File: config.mk
export PLATFORM = sky130hd
export DESIGN_NAME = obc_dft_slice_sequencer
export DESIGN_NICKNAME = d
export VERILOG_FILES = /design/src/rtl/obc_dft_slice_sequencer.sv
export SDC_FILE = /design/constraint.sdc
export NUM_CORES = 1
export LEC_CHECK = 0
export BUFFER_PORTS_ARGS = -buffer_cell sky130_fd_sc_hd__buf_2
export CAP_MARGIN = 0
export CORE_MARGIN = 4
export CORE_UTILIZATION = 50
export DETAILED_ROUTE_END_ITERATION = 10
export PLACE_DENSITY_LB_ADDON = 0.2
export REMOVE_ABC_BUFFERS = 1
export SYNTH_ARGS = -nofsm -noshare
export SYNTH_HDL_FRONTEND = slang
export SYNTH_SLANG_ARGS = --single-unit
File: constraint.sdc
create_clock -name clk -period 3.55 [get_ports clk]
set_clock_uncertainty 0.1 [all_clocks]
set_input_delay 0.355 -clock clk [delete_from_list [all_inputs] [get_ports clk]]
set_output_delay 0.355 -clock clk [all_outputs]
set_load 0.01 [all_outputs]
File: src/rtl/obc_dft_slice_sequencer.sv
// Frame buffer, bit-slice sequencer and shift-accumulator for one OBC distributed-arithmetic DFT bin.
// Optional build macro OBC_DFT_SEQ_ROUND_EN selects round-half-up shifts instead of truncating shifts.
module obc_dft_slice_sequencer #(
  parameter int NPTS = 16,
  parameter int SW = 12,
  parameter int DW = 32,
  parameter logic [DW-1:0] OFFSET = '0,
  localparam int JW = (SW > 1) ? $clog2(SW) : 1,
  localparam int CW = (NPTS > 1) ? $clog2(NPTS) : 1
) (
  input  logic          clk,
  input  logic          rst_n,
  input  logic          in_valid,
  output logic          in_ready,
  input  logic [SW-1:0] in_data,
  output logic [NPTS-1:0] slice,
  output logic          slice_valid,
  output logic [JW-1:0] slice_idx,
  input  logic [DW-1:0] rom_re,
  input  logic [DW-1:0] rom_im,
  output logic          out_valid,
  input  logic          out_ready,
  output logic [DW-1:0] out_re,
  output logic [DW-1:0] out_im,
  output logic          busy
);

  // Handshakes: a transfer happens on a rising edge where valid and ready are both high;
  // valid never depends on ready, and out_re/out_im hold stable while out_valid is high.

  typedef enum logic [1:0] {LOAD, COMPUTE, DONE} state_t;

  state_t state, state_nxt;

  logic [SW-1:0] samples_q [NPTS];
  logic [CW-1:0] count;
  logic [JW-1:0] j;
  logic signed [DW-1:0] acc_re, acc_im;
  logic signed [DW-1:0] sh_re, sh_im, acc_re_nxt, acc_im_nxt;
  logic last_sample, last_slice, accept;

  assign last_sample = (count == CW'(NPTS - 1));
  assign last_slice  = (j == JW'(SW - 1));
  assign accept      = in_valid && in_ready;

  assign in_ready    = rst_n && (state == LOAD);
  assign slice_valid = (state == COMPUTE);
  assign slice_idx   = (state == COMPUTE) ? j : '0;
  assign busy        = (state == COMPUTE) || (state == DONE);

  always_comb begin
    slice = '0;
    if (state == COMPUTE) begin
      for (int k = 0; k < NPTS; k++) slice[k] = samples_q[k][j];
    end
  end

`ifdef OBC_DFT_SEQ_ROUND_EN
  assign sh_re = (acc_re >>> 1) + DW'(acc_re[0]);
  assign sh_im = (acc_im >>> 1) + DW'(acc_im[0]);
`else
  assign sh_re = acc_re >>> 1;
  assign sh_im = acc_im >>> 1;
`endif

  // The last slice carries the sample sign bits, so its weight is negative.
  assign acc_re_nxt = last_slice ? sh_re - $signed(rom_re) : sh_re + $signed(rom_re);
  assign acc_im_nxt = last_slice ? sh_im - $signed(rom_im) : sh_im + $signed(rom_im);

  always_comb begin
    state_nxt = state;
    case (state)
      LOAD:    if (accept && last_sample) state_nxt = COMPUTE;
      COMPUTE: if (last_slice) state_nxt = DONE;
      DONE:    if (out_ready) state_nxt = LOAD;
      default: state_nxt = LOAD;
    endcase
  end

  always_ff @(posedge clk or negedge rst_n) begin
    if (!rst_n) state <= LOAD;
    else        state <= state_nxt;
  end

  // The sample buffer needs no reset: every entry is rewritten before it is read.
  always_ff @(posedge clk) begin
    if (state == LOAD && accept) samples_q[count] <= in_data;
  end

  always_ff @(posedge clk or negedge rst_n) begin
    if (!rst_n) begin
      count     <= '0;
      j         <= '0;
      acc_re    <= '0;
      acc_im    <= '0;
      out_valid <= 1'b0;
      out_re    <= '0;
      out_im    <= '0;
    end else begin
      case (state)
        LOAD: begin
          if (accept) begin
            count <= last_sample ? '0 : count + CW'(1);
            if (last_sample) begin
              j      <= '0;
              acc_re <= '0;
              acc_im <= '0;
            end
          end
        end
        COMPUTE: begin
          acc_re <= acc_re_nxt;
          acc_im <= acc_im_nxt;
          if (last_slice) begin
            j         <= '0;
            out_re    <= acc_re_nxt + OFFSET;
            out_im    <= acc_im_nxt + OFFSET;
            out_valid <= 1'b1;
          end else begin
            j <= j + JW'(1);
          end
        end
        DONE: begin
          if (out_ready) begin
            out_valid <= 1'b0;
            count     <= '0;
          end
        end
        default: ;
      endcase
    end
  end

endmodule

==> results_dict.tcl <==
set metrics [dict create \
    clkSlewWorstSetupHoldPaths_ns 0.06 \
    ctsLongestPathBuffers 3 \
    core_region_area_sq_um 34500 \
    met3WireLength_mm 2.90 \
    grt.overflow.total 0 \
    synth_enable_flop_cells 192 \
    avgSynthCellArea_sq_um 11.2 \
    end_kind "register" \
    worst_hold_path.endpoint "out_im[31]" \
    flow.area_growth_from_synthesis_pct 29.6 \
    worst_ir_drop_vdd_mv 0.476 \
    post-place-cells 2356 \
    root_buffer "clkbuf_16" \
    globalplace.congestion 0.905 \
    num_cts_buffers 36 \
    clock_insertion_delay_at_the_later_pin_of_the_skew_report_ns 0.55 \
    ctsHtreeMaxLevel 2 \
    utilization 0.655 \
    gr-usage-all-layers 0.240 \
    critPathMaxFanout 4 \
    setup_tns_ns 0 \
    synthesized_netlist_cell_count 1550 \
    drt_iter0_markers 783 \
    period_needed_ns 3.52 \
    dp_hpwl_mm 31.7 \
    synth-seq-cells 329 \
    insertedDiodeCount 0 \
    detail_route.wirelength.met1_mm 20.1 \
    routed.top_layer "met5" \
    detail_route.vias_per_cell 5.64 \
    io_pins 168 \
    start_kind "input port" \
    max-cap-violations 0 \
    timing.final.setup_violations 0 \
    leakage_nw 9.62 \
    power.total_mw 13.8 \
    post_synth_instance_area_sq_um 17400 \
    count_of_final_hold_check_violations 0 \
    power.internal_mw 9.21 \
    tightestPinTransition_ns 0.789 \
    worst_min_path_class "in2reg" \
    fin_worst_hold_slack_ns 0.135 \
    design_area_sq_um 22600 \
    p_sw_mw 4.64 \
    power.sequential.fraction 0.334 \
    timing.fmax_mhz 284 \
    dr.pass1.iters 5 \
    dpl-instance-area_sq_um 20600 \
    drc_errors 0 \
    synth_cell_types 72 \
    grt_first_pass_wirelength_mm 73.5 \
    timing.final.ws_setup_ns 0.0289 \
    worst_r2r_startpoint "j[0]" \
    critical_path_start_end_classification "in2reg" \
    first_global_vias 14019 \
    detailedPlace.worstSlack_ns -0.776 \
    numClockSinks 329 \
    die_width_um 195 \
    powerDensity_nw_per_um2 613 \
    r2r_slack_ns 0.03 \
    unrepaired_setup_endpoints_after_global_routing "yes" \
    dieArea_sq_um 37900 \
    timing.final.max_slew_violations 0 \
    antenna_left 0 \
    dieHeight_um 195 \
    critical_path_required_ns 3.86 \
    grt_start_max_net_pins 138 \
    tritoncts "built" \
    routed_wl_mm 47.0 \
    layout_worst_path_cycle_share 0.992 \
    yosysSeqAreaShare 0.528 \
    ys_warn_count 0 \
    synth_top_area_frac 0.331 \
    power_frac_comb 0.403 \
    r2r-end "acc_re[20]" \
    met2_length_mm 23.0 \
    portBuffers 167 \
    holdPathStages 3 \
    routed-via-count 13746 \
    postSynth.topFlopCell "edfxtp_1" \
    post_synth_main_area_contributors "edfxtp_1 (33%), dfrtp_1 (20%), mux4_2 (6.2%)" \
    floorplan.initialDensity 0.506 \
    beginning_of_the_worst_hold_path "rom_im[31]" \
    relSlewSlack 0.474 \
    status "complete, no violations" \
    stdcell_count 2436 \
    synth.most_common_cell "edfxtp_1" \
    post_synth_most_frequent_cells "edfxtp_1 (192), o21ai_0 (190), nand2_1 (171)" \
    grt_antenna_before_repair 1 \
    post_route_cells_drive_above_1_share 0.353 \
    r2r.worst_path.cells 15 \
    yosys.area.top_type "edfxtp_1" \
    power_frac_clock 0.263 \
    finish.net_count 2110 \
    share_of_flip_flops_with_an_asynchronous_set_or_reset_after_synthesis 0.416 \
    routed_wire_length_per_instance_um 19.3 \
    worstPathArrival_ns 3.83 \
    fraction_of_power_spent_switching_nets 0.335 \
    placement_rows 68 \
]
## area by class of cell
class,instances,area [sq um]
Clock buffer,46,1000
Clock inverter,17,145
Fill cell,2633,11900
Inverter,44,165
Multi-Input combinational cell,1099,8460
Sequential cell,329,9200
Tap cell,455,569
Timing Repair Buffer,446,3040
## flip-flops by register name (all words and copies together), names as in the netlist
register   flops
count          4
j              4
acc_re        31
out_im        32
out_re        32
acc_im        31
out_valid      1
state          2
samples_q    192
## per-layer routing
layer  up-vias  global-route usage
met2       387               0.400
li1       6523                   -
met5         -                   0
met1      6759               0.320
met4         2              0.0682
met3        75              0.0497
## how the worst max path moves through the flow
stage	start	end	slack (ns)	depth (start not counted)
2_1_floorplan	j[0]	out_im[17]	-2.44	13
3_3_place_gp	rom_re[9]	acc_re[26]	-0.70	14
3_5_place_dp	rom_re[9]	out_re[26]	-0.78	15
4_1_cts	j[0]	slice[5]	-0.02	6
5_1_grt	j[0]	acc_re[20]	-0.11	15
6_report	rom_re[9]	acc_re[27]	0.03	16
## worst max-delay path, cell delays in order
cell and delay, ns:
buf_6 0.10, or3_4 0.38, or4_4 0.45, or3_4 0.38, buf_6 0.14, nand2b_4 0.17, o41ai_4 0.22, xor2_1 0.22
ha_1 0.32, a21oi_2 0.23, buf_4 0.14, o21ai_2 0.05, buf_4 0.13, a211o_1 0.29, xnor2_2 0.18, o21ai_1 0.07
## cell usage in the layout, fill, tap and decap left out, types with 7 or more instances in the layout
cell type / netlist / final
a21o_1: 25 / 25
a21oi_1: 81 / 48
a21oi_2: 0 / 33
a31oi_1: 16 / 9
and2_1: 38 / 34
and3_1: 16 / 12
buf_2: 5 / 164
buf_4: 0 / 262
buf_6: 0 / 14
clkbuf_16: 0 / 38
clkinv_1: 0 / 7
dfrtp_1: 137 / 135
edfxtp_1: 192 / 192
ha_1: 72 / 65
inv_1: 44 / 41
mux2i_1: 17 / 17
mux4_2: 48 / 48
nand2_1: 171 / 164
nand2b_1: 17 / 16
nand3_1: 63 / 59
nand4_1: 13 / 13
nor2_1: 68 / 56
nor2_2: 0 / 11
nor3_1: 13 / 9
o211ai_1: 8 / 8
o21ai_0: 190 / 138
o21ai_1: 3 / 42
o21ai_2: 0 / 13
o22ai_1: 16 / 16
o31ai_1: 11 / 11
xnor2_1: 50 / 44
xor2_1: 69 / 66
## power by group through the flow
| stage | combinational, mW | clock [mW] | sequential (mW) |
|---|---|---|---|
| after floorplan | 2.87 | 0 | 4.78 |
| after global placement | 4.91 | 0 | 4.67 |
| after detailed placement | 4.99 | 0 | 4.69 |
| after CTS | 5.15 | 3.73 | 4.62 |
| after global routing | 6.09 | 3.90 | 4.66 |
| final | 5.57 | 3.65 | 4.63 |
## logic make-up after synthesis
logic type / Yosys count / share of synthesized area
simple gates: 439 / 0.123
flops: 329 / 0.528
compound gates: 401 / 0.136
xor+xnor: 120 / 0.0611
buf+inv: 122 / 0.0266
mux: 65 / 0.0718
fa+ha+maj: 74 / 0.0540
## timing repair
action,CTS,global route
hold endpoints to repair,138,0
hold buffers,2,0
setup endpoints to repair,58,89
gates resized for setup,47,163
buffers inserted,3,13
pin swaps,18,91
gates cloned,0,0
(Power assumes the default switching activity.)
